<file path="src/rtl/bus_pkg.sv">
// Shared constants, bus encodings and FSM state type for the peripheral-bus initiators.
// No logic; imported by the LSU bus master and the address decoder.
package bus_pkg;

    localparam logic [31:0] RAM_BASE  = 32'h0000_0000;
    localparam logic [31:0] RAM_LAST  = 32'h0000_0063;
    localparam logic [31:0] IDLE_ADDR = 32'hFFFF_FFFF;

    localparam logic BUS_WRITE = 1'b1;
    localparam logic BUS_READ  = 1'b0;

    typedef enum logic [1:0] {
        ST_IDLE,
        ST_ACCESS,
        ST_RESP
    } lsu_state_t;

endpackage

</file>
<file path="src/rtl/bus_addr_decode.sv">
// Combinational window check: flags addresses inside [BASE, LAST], inclusive, unsigned.
// One subtract-and-compare keeps the check valid for any BASE, including zero.
module bus_addr_decode #(
    parameter logic [31:0] BASE = 32'h0000_0000,
    parameter logic [31:0] LAST = 32'h0000_0063
) (
    input  logic [31:0] i_addr,
    output logic        o_in_range
);

    localparam logic [31:0] SPAN = LAST - BASE;

    logic [31:0] w_offset;

    assign w_offset   = i_addr - BASE;
    assign o_in_range = (w_offset <= SPAN);

endmodule

</file>
<file path="src/rtl/lsu_bus_master.sv">
// Single-outstanding load/store initiator: bus driven BUS_LAT cycles, response one cycle later.
// Response holds until accepted; no new request is taken while a response is pending.
module lsu_bus_master
    import bus_pkg::*;
#(
    parameter logic [31:0] RAM_BASE  = bus_pkg::RAM_BASE,
    parameter logic [31:0] RAM_LAST  = bus_pkg::RAM_LAST,
    parameter int          BUS_LAT   = 1,
    parameter logic [31:0] IDLE_ADDR = bus_pkg::IDLE_ADDR
) (
    input  logic        clk,
    input  logic        rst,
    input  logic        req_valid,
    output logic        req_ready,
    input  logic        req_we,
    input  logic [31:0] req_addr,
    input  logic [31:0] req_wdata,
    output logic        rsp_valid,
    input  logic        rsp_ready,
    output logic [31:0] rsp_rdata,
    output logic        rsp_err,
    output logic [31:0] bus_addr,
    output logic        bus_w_r,
    output logic [31:0] bus_wr_data,
    input  logic [31:0] bus_rd_data
);

    localparam int              CW     = $clog2(BUS_LAT + 1);
    localparam logic [CW-1:0]   LAT_M1 = CW'(BUS_LAT - 1);

    lsu_state_t    r_state, w_state;
    logic [CW-1:0] r_cnt, w_cnt;
    logic          r_we, w_we;
    logic          r_req_ready, w_req_ready;
    logic          r_rsp_valid, w_rsp_valid;
    logic [31:0]   r_rsp_rdata, w_rsp_rdata;
    logic          r_rsp_err, w_rsp_err;
    logic [31:0]   r_bus_addr, w_bus_addr;
    logic          r_bus_w_r, w_bus_w_r;
    logic [31:0]   r_bus_wr_data, w_bus_wr_data;
    logic          w_in_range;

    bus_addr_decode #(
        .BASE (RAM_BASE),
        .LAST (RAM_LAST)
    ) u_decode (
        .i_addr     (req_addr),
        .o_in_range (w_in_range)
    );

    always_comb begin
        w_state       = r_state;
        w_cnt         = r_cnt;
        w_we          = r_we;
        w_req_ready   = r_req_ready;
        w_rsp_valid   = r_rsp_valid;
        w_rsp_rdata   = r_rsp_rdata;
        w_rsp_err     = r_rsp_err;
        w_bus_addr    = r_bus_addr;
        w_bus_w_r     = r_bus_w_r;
        w_bus_wr_data = r_bus_wr_data;
        case (r_state)
            ST_IDLE: begin
                w_req_ready = 1'b1;
                if (req_valid && r_req_ready) begin
                    w_req_ready = 1'b0;
                    w_we        = req_we;
                    if (w_in_range) begin
                        w_state       = ST_ACCESS;
                        w_cnt         = LAT_M1;
                        w_bus_addr    = req_addr;
                        w_bus_w_r     = req_we;
                        w_bus_wr_data = req_we ? req_wdata : 32'd0;
                    end else begin
                        // Unmapped: answer immediately without touching the bus.
                        w_state     = ST_RESP;
                        w_rsp_valid = 1'b1;
                        w_rsp_err   = 1'b1;
                        w_rsp_rdata = 32'd0;
                    end
                end
            end
            ST_ACCESS: begin
                if (r_cnt == '0) begin
                    w_state       = ST_RESP;
                    w_rsp_valid   = 1'b1;
                    w_rsp_err     = 1'b0;
                    w_rsp_rdata   = (r_we == BUS_WRITE) ? 32'd0 : bus_rd_data;
                    w_bus_addr    = IDLE_ADDR;
                    w_bus_w_r     = BUS_READ;
                    w_bus_wr_data = 32'd0;
                end else begin
                    w_cnt = r_cnt - 1'b1;
                end
            end
            ST_RESP: begin
                if (rsp_ready) begin
                    w_state     = ST_IDLE;
                    w_rsp_valid = 1'b0;
                    w_rsp_rdata = 32'd0;
                    w_rsp_err   = 1'b0;
                    w_req_ready = 1'b1;
                end
            end
            default: begin
                w_state = ST_IDLE;
            end
        endcase
    end

    always_ff @(posedge clk) begin
        if (rst) begin
            r_state       <= ST_IDLE;
            r_cnt         <= '0;
            r_we          <= 1'b0;
            r_req_ready   <= 1'b0;
            r_rsp_valid   <= 1'b0;
            r_rsp_rdata   <= 32'd0;
            r_rsp_err     <= 1'b0;
            r_bus_addr    <= IDLE_ADDR;
            r_bus_w_r     <= BUS_READ;
            r_bus_wr_data <= 32'd0;
        end else begin
            r_state       <= w_state;
            r_cnt         <= w_cnt;
            r_we          <= w_we;
            r_req_ready   <= w_req_ready;
            r_rsp_valid   <= w_rsp_valid;
            r_rsp_rdata   <= w_rsp_rdata;
            r_rsp_err     <= w_rsp_err;
            r_bus_addr    <= w_bus_addr;
            r_bus_w_r     <= w_bus_w_r;
            r_bus_wr_data <= w_bus_wr_data;
        end
    end

    assign req_ready   = r_req_ready;
    assign rsp_valid   = r_rsp_valid;
    assign rsp_rdata   = r_rsp_rdata;
    assign rsp_err     = r_rsp_err;
    assign bus_addr    = r_bus_addr;
    assign bus_w_r     = r_bus_w_r;
    assign bus_wr_data = r_bus_wr_data;

endmodule
</file>
<file path="config.mk">
export PLATFORM = sky130hd
export DESIGN_NAME = lsu_bus_master
export DESIGN_NICKNAME = d
export VERILOG_FILES = /design/src/rtl/bus_pkg.sv /design/src/rtl/bus_addr_decode.sv /design/src/rtl/lsu_bus_master.sv
export SDC_FILE = /design/constraint.sdc
export NUM_CORES = 1
export LEC_CHECK = 0
export ABC_AREA = 1
export CAP_MARGIN = 10
export CORE_MARGIN = 3
export CORE_UTILIZATION = 41
export CTS_CLUSTER_DIAMETER = 100
export DETAILED_ROUTE_END_ITERATION = 16
export PLACE_DENSITY = 0.89
export REMOVE_ABC_BUFFERS = 1
export SETUP_SLACK_MARGIN = 0.4
export SYNTH_ARGS = -nofsm -noshare
export SYNTH_HDL_FRONTEND = slang
export SYNTH_SLANG_ARGS = --single-unit
export TNS_END_PERCENT = 100
</file>
<file path="constraint.sdc">
create_clock -name clk -period 2.56 [get_ports clk]
set_clock_uncertainty 0.2 [all_clocks]
set_input_delay 0.256 -clock clk [delete_from_list [all_inputs] [get_ports clk]]
set_output_delay 0.256 -clock clk [all_outputs]
set_load 0.03 [all_outputs]
</file>
==> run metrics <==
Synth Area per Inst 7.21 um2; sequential share of the synthesized area 47.6%; distinct cell type count after synthesis 23; min-delay worst type input port to flop; Cell Area, Synth 4340 um2; global-route total usage across every layer 22.9%; # clock sinks 103; Cell Pwr Density 652 nW/um2; clock network power share between 20% and 30%; placeable core region 10000 um2; total of flip-flops plus latches after synthesis 103; area post-placement ~6400 um2; overall power 0.00434 W; antenna violations before repair 0; Final HPWL DP ~9.7 mm; routed length per instance between 15 and 20 um; slew at the pin closest to its max-slew limit between 500 and 600 ps; endpoints failing hold 0; clock transition time at the flip-flop clock pins of the worst setup and hold paths about 110 ps; crit path DAT 2110 ps; run status finished clean; Total Wirelength 13.8 mm; die boundary height between 100 and 150 um; reported net switching power 0.00150 W; via count of the first global-routing pass 4599; max-cap viol count 0; worst-case headroom to the max-slew limit 60.1%; drt via density between 5 and 6; full die area 11800 um2; Cells after Synth 601; clock network latency to the later pin of the worst-skew pair 350 ps; first drt pass iteration count 6; Yosys warning total 0; clock tree buffer depth 2; final net count between 800 and 900; number of max-slew violations in the final report 0; part of the cycle the worst path needs between 70% and 80%; Antenna diodes 0; number of H-tree levels 3; required time of the worst setup path 2640 ps; DRC marker count from the first detailed-route iteration 364; share of power burned in registers 42.6%; TritonCTS clock tree done; total non-filler cell area in the finished layout 6670 um2; pin count of the biggest net entering global routing 51; global-route wire length before repair 21.9 mm; Worst Path Class, Setup flop to flop; proportion of layout cells with a drive suffix above 1 5.38%; maximum frequency from static timing analysis 0.493 GHz; leak pwr 2.78 nW; Crit path largest cell delay 360 ps; via total after detailed routing 4800; startpoint type of the worst setup path flop; Post-route DRC 0; RSZ-0062 raised after global routing yes; number of buffers created by CTS 9; effective utilization at floorplan 43.2%; Final setup viols 0; CTS Root Buffer Type clkbuf_8; floorplan row count 36; capturing element type of the critical path flop; number of top-level pins around 200; cell-internal power between 0.002 and 0.003 W; cell at the slowest stage of the critical path dfxtp_1; port buffer count 200; final critical delay including setup and external delays 2030 ps; Routed Antenna Nets 0; area overhead of the layout relative to synthesis 53.7%; switching fraction of total power between 30% and 40%; worst vdd rail ir drop around 0.00035 V; final weighted congestion of routability-driven global placement 0.815; combinational group share of total power between 30% and 40%; crit-path cells inv_1, ha_1, nand3_1, inv_2, nand2_1, nor2_2, buf_8, nand4_1, a21oi_1; maximum fanout along the worst path 33; die span in x around 110 um; Congestion Overflow GR 0
==> critical path, delay by kind of cell, from the launching register on <==
kind	cells	cell delay, ps
and+or+nand+nor	4	480
buffers and inverters	3	440
DFF	1	360
AOI/OAI and AO/OA	1	200
adders and majority gates	1	260
==> Yosys cell counts <==
library cell,instances,share of area [%]
o21ai_1,7,0.81
o21ai_2,1,0.20
buf_1,8,0.69
ha_1,4,1.2
nand3_1,113,13
or2_0,1,0.14
nor2_1,92,8.0
buf_2,20,2.3
a21oi_1,50,5.8
nand2_2,1,0.14
nand4_1,34,4.9
clkbuf_1,23,2.0
a31oi_1,1,0.14
nand3_2,2,0.46
nand2_1,104,9.0
nor2_2,1,0.14
inv_1,30,2.6
nor3_1,1,0.12
o21ai_0,2,0.23
buf_6,1,0.26
nor2_4,1,0.26
inv_2,1,0.086
dfxtp_1,103,48
==> placed cells by master, fill, tap and decap left out, drive strengths merged, types with 9 or more instances in the layout <==
cell,n
clkdlybuf4s50,200
nand3,115
nand2,105
dfxtp,103
nor2,94
a21oi,50
nand4,34
inv,34
buf,15
o21ai,10
clkbuf,9
==> logic make-up after synthesis <==
kind of cell | count (synthesis) | synth area share (%)
AND/OR/NAND/NOR | 350 | 36.2
AO/OA/AOI/OAI | 61 | 7.16
buffers and inverters | 83 | 7.94
flip-flops | 103 | 47.6
adder cells (fa/ha/maj) | 4 | 1.15
==> timing repair <==
action	4_1_cts	5_1_grt
endpoints found under the setup margin	25	60
pin swaps	0	1
setup buffers	0	1
hold buffers	0	0
hold endpoints to repair	0	0
gates resized for setup	2	4
==> area by class of cell <==
class,count,area [um2]
timing repair buffer,215,2170
clock buffer,9,124
multi-input combinational,415,1950
inverter,31,116
fill,810,3380
sequential,103,2060
clock inverter,7,80.1
tap,133,166
==> flip-flops by register name, summed over array words and instances, names as in the netlist <==
name	cells
req_ready	1
bus_wr_data	32
bus_addr	32
bus_w_r	1
r_state	2
rsp_err	1
r_we	1
rsp_valid	1
rsp_rdata	32
==> routing by layer <==
metal	vias up	part of all wire [%]	routed length [um]	GRT usage (%)
li1	2332	-	-	-
met1	2229	39	5340	27.0
met2	213	48	6640	38.5
met3	26	10	1440	7.99
met4	0	2.5	338	8.75
met5	-	0	0	0
==> path summary, 6_finish.rpt <==
kind	start	to	slack, ps	cells after the start
setup / recovery	r_state[0]$_SDFFE_PP0P_	bus_wr_data[6]$_SDFFE_PP0P_	530	9
hold / removal	req_wdata[21]	bus_wr_data[21]$_SDFFE_PP0P_	280	3
setup reg to reg	r_state[0]$_SDFFE_PP0P_	bus_wr_data[6]$_SDFFE_PP0P_	530	9
hold reg to reg	bus_wr_data[21]$_SDFFE_PP0P_	bus_wr_data[21]$_SDFFE_PP0P_	290	2
==> metrics by stage <==
step                      std cells  setup WS, ps  setup TNS (ps)  hold WS (ps)  utilization, %
final                           913           532               0           279            66.4
after global routing            913           394               0           274            66.4
after CTS                       912           429               0           262            66.1
after detailed placement        896           238               0           274            64.0
after global placement          896           328               0           264            64.0
after floorplan                 549          -674          -40670           125               -
==> power groups by stage <==
stage | Combinational, W | Clock (W) | Sequential [W]
floorplan | 0.000506 | 0 | 0.00218
global placement | 0.00139 | 0 | 0.00188
detailed placement | 0.00143 | 0 | 0.00189
CTS | 0.00143 | 0.00109 | 0.00185
global route | 0.00157 | 0.00116 | 0.00187
finish | 0.00143 | 0.00106 | 0.00185
No activity file was read; power rests on OpenSTA's default activity.
